<file path="src/rtl/seek_sched.sv">
// Round-robin scheduler sharing one seek_f unit among NREQ requesters.
// One operation in flight: grant, issue, wait (with timeout), respond.
`ifndef Datawidth
`define Datawidth 16
`endif

module seek_sched #(
    parameter int NREQ = 4,
    parameter int TMO  = 15
) (
    input  logic                        clk,
    input  logic                        rst_n,
    input  logic [NREQ-1:0]             req,
    input  logic [NREQ*`Datawidth-1:0]  req_e,
    output logic [NREQ-1:0]             gnt,
    output logic [`Datawidth-1:0]       unit_e,
    output logic                        unit_en,
    input  logic [`Datawidth+2:0]       unit_f,
    input  logic                        unit_rdy,
    output logic                        res_valid,
    input  logic                        res_ready,
    output logic [1:0]                  res_id,
    output logic [`Datawidth+2:0]       res_data,
    output logic                        res_err
);

    localparam int DW = `Datawidth;
    localparam int RW = `Datawidth + 3;
    localparam int CW = $clog2(TMO + 1);

    typedef enum logic [1:0] {IDLE, ISSUE, WAIT, RESP} state_t;

    state_t          state, state_d;
    logic [NREQ-1:0] gnt_d;
    logic [DW-1:0]   unit_e_d;
    logic            unit_en_d;
    logic            res_valid_d;
    logic [1:0]      res_id_d;
    logic [RW-1:0]   res_data_d;
    logic            res_err_d;
    logic [CW-1:0]   cnt, cnt_d;
    logic [1:0]      last, last_d;
    logic [DW-1:0]   op, op_d;
    logic [1:0]      id, id_d;

    logic            found;
    logic [1:0]      win;
    logic            arb_en;

    // Rotating priority search starting just after the last winner.
    always_comb begin
        logic [1:0] cand;
        cand  = '0;
        found = 1'b0;
        win   = last;
        for (int unsigned k = 1; k <= NREQ; k++) begin
            cand = last + 2'(k);
            if (!found && req[cand]) begin
                found = 1'b1;
                win   = cand;
            end
        end
    end

    // Outputs are registered, so the grant is decided on the edge entering the
    // IDLE grant cycle: either from an idle IDLE or from the accepting RESP edge.
    assign arb_en = ((state == IDLE) && (gnt == '0)) ||
                    ((state == RESP) && res_valid && res_ready);

    always_comb begin
        state_d     = state;
        gnt_d       = '0;
        unit_e_d    = unit_e;
        unit_en_d   = 1'b0;
        res_valid_d = res_valid;
        res_id_d    = res_id;
        res_data_d  = res_data;
        res_err_d   = res_err;
        cnt_d       = cnt;
        last_d      = last;
        op_d        = op;
        id_d        = id;

        case (state)
            IDLE: begin
                if (gnt != '0) begin
                    state_d   = ISSUE;
                    unit_en_d = 1'b1;
                    unit_e_d  = op;
                end
            end
            ISSUE: begin
                state_d = WAIT;
                cnt_d   = '0;
            end
            WAIT: begin
                if (unit_rdy) begin
                    state_d     = RESP;
                    res_valid_d = 1'b1;
                    res_id_d    = id;
                    res_data_d  = unit_f;
                    res_err_d   = 1'b0;
                end else if (cnt == CW'(TMO)) begin
                    state_d     = RESP;
                    res_valid_d = 1'b1;
                    res_id_d    = id;
                    res_data_d  = '0;
                    res_err_d   = 1'b1;
                end else begin
                    cnt_d = cnt + CW'(1);
                end
            end
            RESP: begin
                if (res_valid && res_ready) begin
                    state_d     = IDLE;
                    res_valid_d = 1'b0;
                end
            end
            default: state_d = IDLE;
        endcase

        if (arb_en && found) begin
            gnt_d[win] = 1'b1;
            op_d       = req_e[32'(win)*DW +: DW];
            id_d       = win;
            last_d     = win;
        end
    end

    always_ff @(posedge clk or negedge rst_n) begin
        if (!rst_n) begin
            state     <= IDLE;
            gnt       <= '0;
            unit_e    <= '0;
            unit_en   <= 1'b0;
            res_valid <= 1'b0;
            res_id    <= '0;
            res_data  <= '0;
            res_err   <= 1'b0;
            cnt       <= '0;
            last      <= 2'(NREQ - 1);
            op        <= '0;
            id        <= '0;
        end else begin
            state     <= state_d;
            gnt       <= gnt_d;
            unit_e    <= unit_e_d;
            unit_en   <= unit_en_d;
            res_valid <= res_valid_d;
            res_id    <= res_id_d;
            res_data  <= res_data_d;
            res_err   <= res_err_d;
            cnt       <= cnt_d;
            last      <= last_d;
            op        <= op_d;
            id        <= id_d;
        end
    end

endmodule

</file>
<file path="config.mk">
export PLATFORM = sky130hd
export DESIGN_NAME = seek_sched
export DESIGN_NICKNAME = d
export VERILOG_FILES = /design/src/rtl/seek_sched.sv
export SDC_FILE = /design/constraint.sdc
export NUM_CORES = 1
export LEC_CHECK = 0
export ABC_AREA = 1
export BUFFER_PORTS_ARGS = -buffer_cell sky130_fd_sc_hd__buf_2
export CORE_ASPECT_RATIO = 0.8
export CORE_MARGIN = 3
export CORE_UTILIZATION = 29
export DETAILED_ROUTE_END_ITERATION = 7
export GPL_TIMING_DRIVEN = 0
export SLEW_MARGIN = 10
export SYNTH_ARGS = -nofsm -noshare
export SYNTH_HDL_FRONTEND = slang
export SYNTH_SLANG_ARGS = --single-unit
export TNS_END_PERCENT = 100
</file>
<file path="constraint.sdc">
create_clock -name clk -period 3.3 [get_ports clk]
set_input_delay 0.66 -clock clk [delete_from_list [all_inputs] [get_ports clk]]
set_output_delay 0.66 -clock clk [all_outputs]
set_load 0.01 [all_outputs]
</file>
== After elaboration in Yosys (flattened, before gate mapping) ==
Index checks and enable logic that the tools add are counted.
W data, S select, Z words.
Operators by class
  add/subtract/negate cells: 4
  order comparisons: 6
  equality and inequality tests: 9
  shift-type cells: 1
  muxes and demuxes: 38
  reductions and logical operators: 24
Operator list (number)
  $shiftx A64 B7 Y16: 1
  $mux W19: 2
  $mux W2: 10
  $lt A2 B3 Y1 const B: 5
  $mux W1: 15
  $mux W4: 3
  $logic_and A1 B1 Y1: 9
  $reduce_and A3 Y1: 3
  $bmux W1 S2: 4
  $pmux W2 S4: 1
  $pmux W4 S2: 1
  $reduce_bool A2 Y1: 3
  $add A2 B2 Y2 const B: 2
  $add A4 B1 Y4 const B: 1
  $eq A2 B2 Y1 const B: 2
  $eq A4 B4 Y1 const B: 1
  $logic_not A4 Y1: 1
  $ne A2 B1 Y1 const B: 2
  $ne A2 B2 Y1 const B: 2
  $reduce_and A2 Y1: 2
  $reduce_bool A4 Y1: 1
  $logic_not A1 Y1: 3
  $ne A3 B3 Y1 const B: 1
  $add A2 B1 Y2 const B: 1
  other kinds (6): 6
Storage, ports and cells
  register bits after elaboration: 70
  output and inout port bits: 44
  word-level logic and storage cells: 94

== Logic depth before layout (Yosys ltp) ==
  depth after elaboration: 18
  depth in mapped cells: 15
  mapped depth without buffers: 13

== Worst setup path after synthesis ==
OpenSTA, ideal clock, no wires.
  path kind: flip-flop to flip-flop
  from: register last[0]
  to: register op[10]
  arrival time: 1.688 ns
  data required time: 3.182 ns
  slack: 1.494 ns
  stages on the path, launching flop included: 16
  path buffers: 2
  period minus slack after synthesis: 1.806 ns
  cells stage by stage: dfstp_2 > buf_6 > inv_8 > nand2_1 > nand2_2 > nand2_2 > nand2_2 > clkinv_4 > nand3_2 > inv_2 > nand2_1 > nand2_2 > buf_6 > nand2_1 > nand3_1 > nand2_1
On the way
  word-level cells in the longest chain between the ends: 14
  elaborated cells between the ends (all ways): 27
Ends and longest elaborated chain
  start, declared: RTL line 42  | logic [1:0] last, last_d;
  start signal, assigned: RTL line 141  | last <= 2'(NREQ - 1);
  start signal, assigned: RTL line 154  | last <= last_d;
  $add A2 B1 Y2: RTL line 57  | cand = last + 2'(k);
  $bmux W1 S2: RTL line 58  | if (!found && req[cand]) begin
  $mux W1 (not written as such): RTL line 58
  $mux W1: RTL line 58
  $logic_not A1 Y1: RTL line 58
  $logic_and A1 B1 Y1: RTL line 58
  $mux W1: RTL line 58
  $logic_not A1 Y1: RTL line 58
  $logic_and A1 B1 Y1: RTL line 58
  $mux W1: RTL line 58
  $logic_not A1 Y1: RTL line 58
  $logic_and A1 B1 Y1: RTL line 58
  $mux W2 / $mux W1 (equally long branches): RTL line 58
  $shiftx A64 B7 Y16 / $logic_and A1 B1 Y1 (equally long branches): RTL line 124, 122
  end signal, assigned: RTL line 155  | op <= op_d;
  end, declared: RTL line 43  | logic [DW-1:0] op, op_d;
Several ways; a longest one is shown, not always the timed one. The select of a mux whose other input is x is not followed.
A chain may end at the register's enable or synchronous reset.

== Worst setup path in the final report ==
  from: register last[0]
  to: register op[14]
Same word-level chain as after synthesis.

==> reports/results.txt <==
status: completed
top cell type's share of synthesized area: 46.1%
post-DP HPWL: 7940 um
Nets: 713
post-cts resize count: 0
Leakage: 2.79 nW
register bit count reported by yosys: 70
final worst path period share: 63.6%
initial antenna violation count: 0
max-cap violation count: 0
H-tree Lvls: 3
CTS Sinks: 70
post-route antenna net violation count: 0
Max FO, Critical Path: 10
Hold Fails Final Rpt: 0
WP data arrival: 2310 ps
layout cell share with drive strength beyond 1: 29.1%
Peak VDD IR: 426 uV
mapped cell area: 3690 um2
gpl congestion: 0.882
# DRC: 0
final setup violation count: 0
Detailed Routing Iterations Pass 1: 5
CP endpoint kind: register
placed insts: 777
Mapped Cells: 471
Synth area leaders: dfrtp_1 46%, nand2_1 19%, nand3_1 9.8%
Reg clk slew, reported paths: 50 ps
vias in the first global route: 3522
DRT Wirelength: 10000 um
WL/cell: 12.7 um
first-pass GRT wire length: 16800 um
Bufs on Longest Clock Path: 2
chip height: 107 um
Rows: 36
reg-to-reg startpoint: last[0]$_DFFE_PN1P_
via count: 3536
Slew @ Worst Pin: 465 ps
pwr/cell area: 1160 nW/um2
core area: 12300 um2
Max-slew headroom: 69.0%
Hold Crit Class: in2async
Crit path top cell by count: nand3_1
filler cell count: 1285
Worst path slowest cell: dfstp_2
synthesized area per cell: 7.83 um2
Skew-Pair Late Insertion Delay: 330 ps
die width: 132 um
Setup CP Type: reg2reg
top-level port count: 135
post-synth net total: 567
Period minus WS final: 2100 ps
clock skew: 6.36 ps
setup repair bufs after CTS: 0
grt total ovfl: 0
R2R Setup Slk: 1200 ps
largest stage delay on the critical path: 520 ps
Post-Layout Cell Count: 793
critical path cell sequence: buf_6 -> inv_8 -> nand2_1 -> nand3_1 -> nand2_2 -> nand3_1 -> o21ai_2 -> inv_1 -> buf_1 -> nand3_1 -> nand2_1
post-synth cell types: 28
die area: 14100 um2
largest net degree at the start of global routing: 52
Area growth syn-to-layout: 31.9%
CTS tree: built
port buffer count: 134
hold_buf cts: 0
CTS Buf Count: 9
initial core utilization: 30.0%
Max Slew Vio Count: 0
largest area contributor in the netlist: dfrtp_1
RR Endpoint: op[14]$_DFFE_PN0P_
CP required: 3510 ps
Root Driver: clkbuf_16
Post-Route Setup TNS: 0 ps
post-synthesis sequential area ratio: 47.5%
RSZ-0062 raised after global routing: no
max frequency: 477 MHz
Synth warnings: 0
beginning of the critical path: last[0]$_DFFE_PN1P_
Initial DRC Count: 207
vias per cell: 4.46
commonest non-fill, non-tap cell in the layout: nand2_1
CP Launch Type: register
most frequent cells in the layout: 187 x nand2_1, 136 x buf_2, 72 x nand3_1
GRT Total Usage: 14.6%
antenna fix cells: 0
R2R cell count: 11
overall power: 5.66 mW
## stage by stage
stage / utilization [%] / hold slack [ps] / instance area, um2 / setup slack [ps]
floorplan: - / 364 / 3690 / 1490
global placement: 37.2 / 467 / 4570 / 1200
detailed placement: 37.4 / 464 / 4600 / 1160
CTS: 39.6 / 212 / 4870 / 1190
global route: 39.6 / 225 / 4870 / 972
finish: 39.6 / 217 / 4870 / 1200
## state kept, by name, indices dropped and copies added, names as in the netlist
signal     count
unit_en        1
res_err        1
last           2
state          2
unit_e        16
res_id         2
res_data      19
cnt            4
op            16
gnt            4
res_valid      1
id             2
## routing by layer
metal  part of all wire, %  track usage, %  vias to the layer above
met1                    48            19.8                     1610
met4                  0.52            2.55                        0
met2                    45            23.3                      121
li1                      -               -                     1801
met5                     0               0                        -
met3                   7.1            4.55                        4
## synth_stat cells
cell / count
buf_4: 2
buf_1: 2
inv_8: 1
clkbuf_1: 5
nand2_2: 8
mux2i_1: 1
ha_1: 5
buf_2: 3
o21ai_2: 1
inv_2: 2
nand2_4: 6
nand2_1: 187
clkinv_4: 1
dfrtp_1: 68
o21ai_0: 14
a211oi_1: 1
nor2_1: 13
a22o_1: 19
clkinv_1: 2
dfstp_2: 2
o21bai_1: 1
nand3_1: 72
nand3_2: 1
inv_1: 44
a21oi_1: 2
nand4_1: 1
nand3_4: 2
buf_6: 5
## logic make-up (layout without fill, tap and decap cells)
group / Yosys count / after routing / share of synthesized area, %
and+or+nand+nor: 290 / 290 / 34.7
DFF: 70 / 70 / 47.5
buffers and inverters: 67 / 218 / 8.48
AOI/OAI and AO/OA: 38 / 38 / 7.32
adders and majority gates: 5 / 5 / 1.70
muxes: 1 / 1 / 0.271
## report_power, final
group	switching, mW	internal (mW)	total (mW)
Sequential	0.227	1.29	1.51
Combinational	2.08	1.21	3.29
Clock	0.324	0.527	0.851
Total	2.63	3.03	5.66
## cell type report
cell class,count,area [um2],area share (%)
buffer,17,113,2.31
clock buffer,14,254,5.22
clock inverter,2,10.0,0.206
inverter,50,200,4.11
multi-input combinational,334,1620,33.3
sequential,70,1750,36.0
tap,171,214,4.39
timing repair buffer,135,701,14.4
## critical path, delay by kind of cell, from the launching register on
kind,cells,cell delay [ps]
AOI/OAI and AO/OA,1,170
DFF,1,520
buffers and inverters,4,620
and+or+nand+nor,6,660
## worst max path at each step
stage	end	slack, ps
CTS	op[14]$_DFFE_PN0P_	1190
detailed placement	op[14]$_DFFE_PN0P_	1160
finish	op[14]$_DFFE_PN0P_	1200
global route	op[14]$_DFFE_PN0P_	970
floorplan	op[10]$_DFFE_PN0P_	1490
global placement	op[8]$_DFFE_PN0P_	1200
No activity file was read; power rests on OpenSTA's default activity.
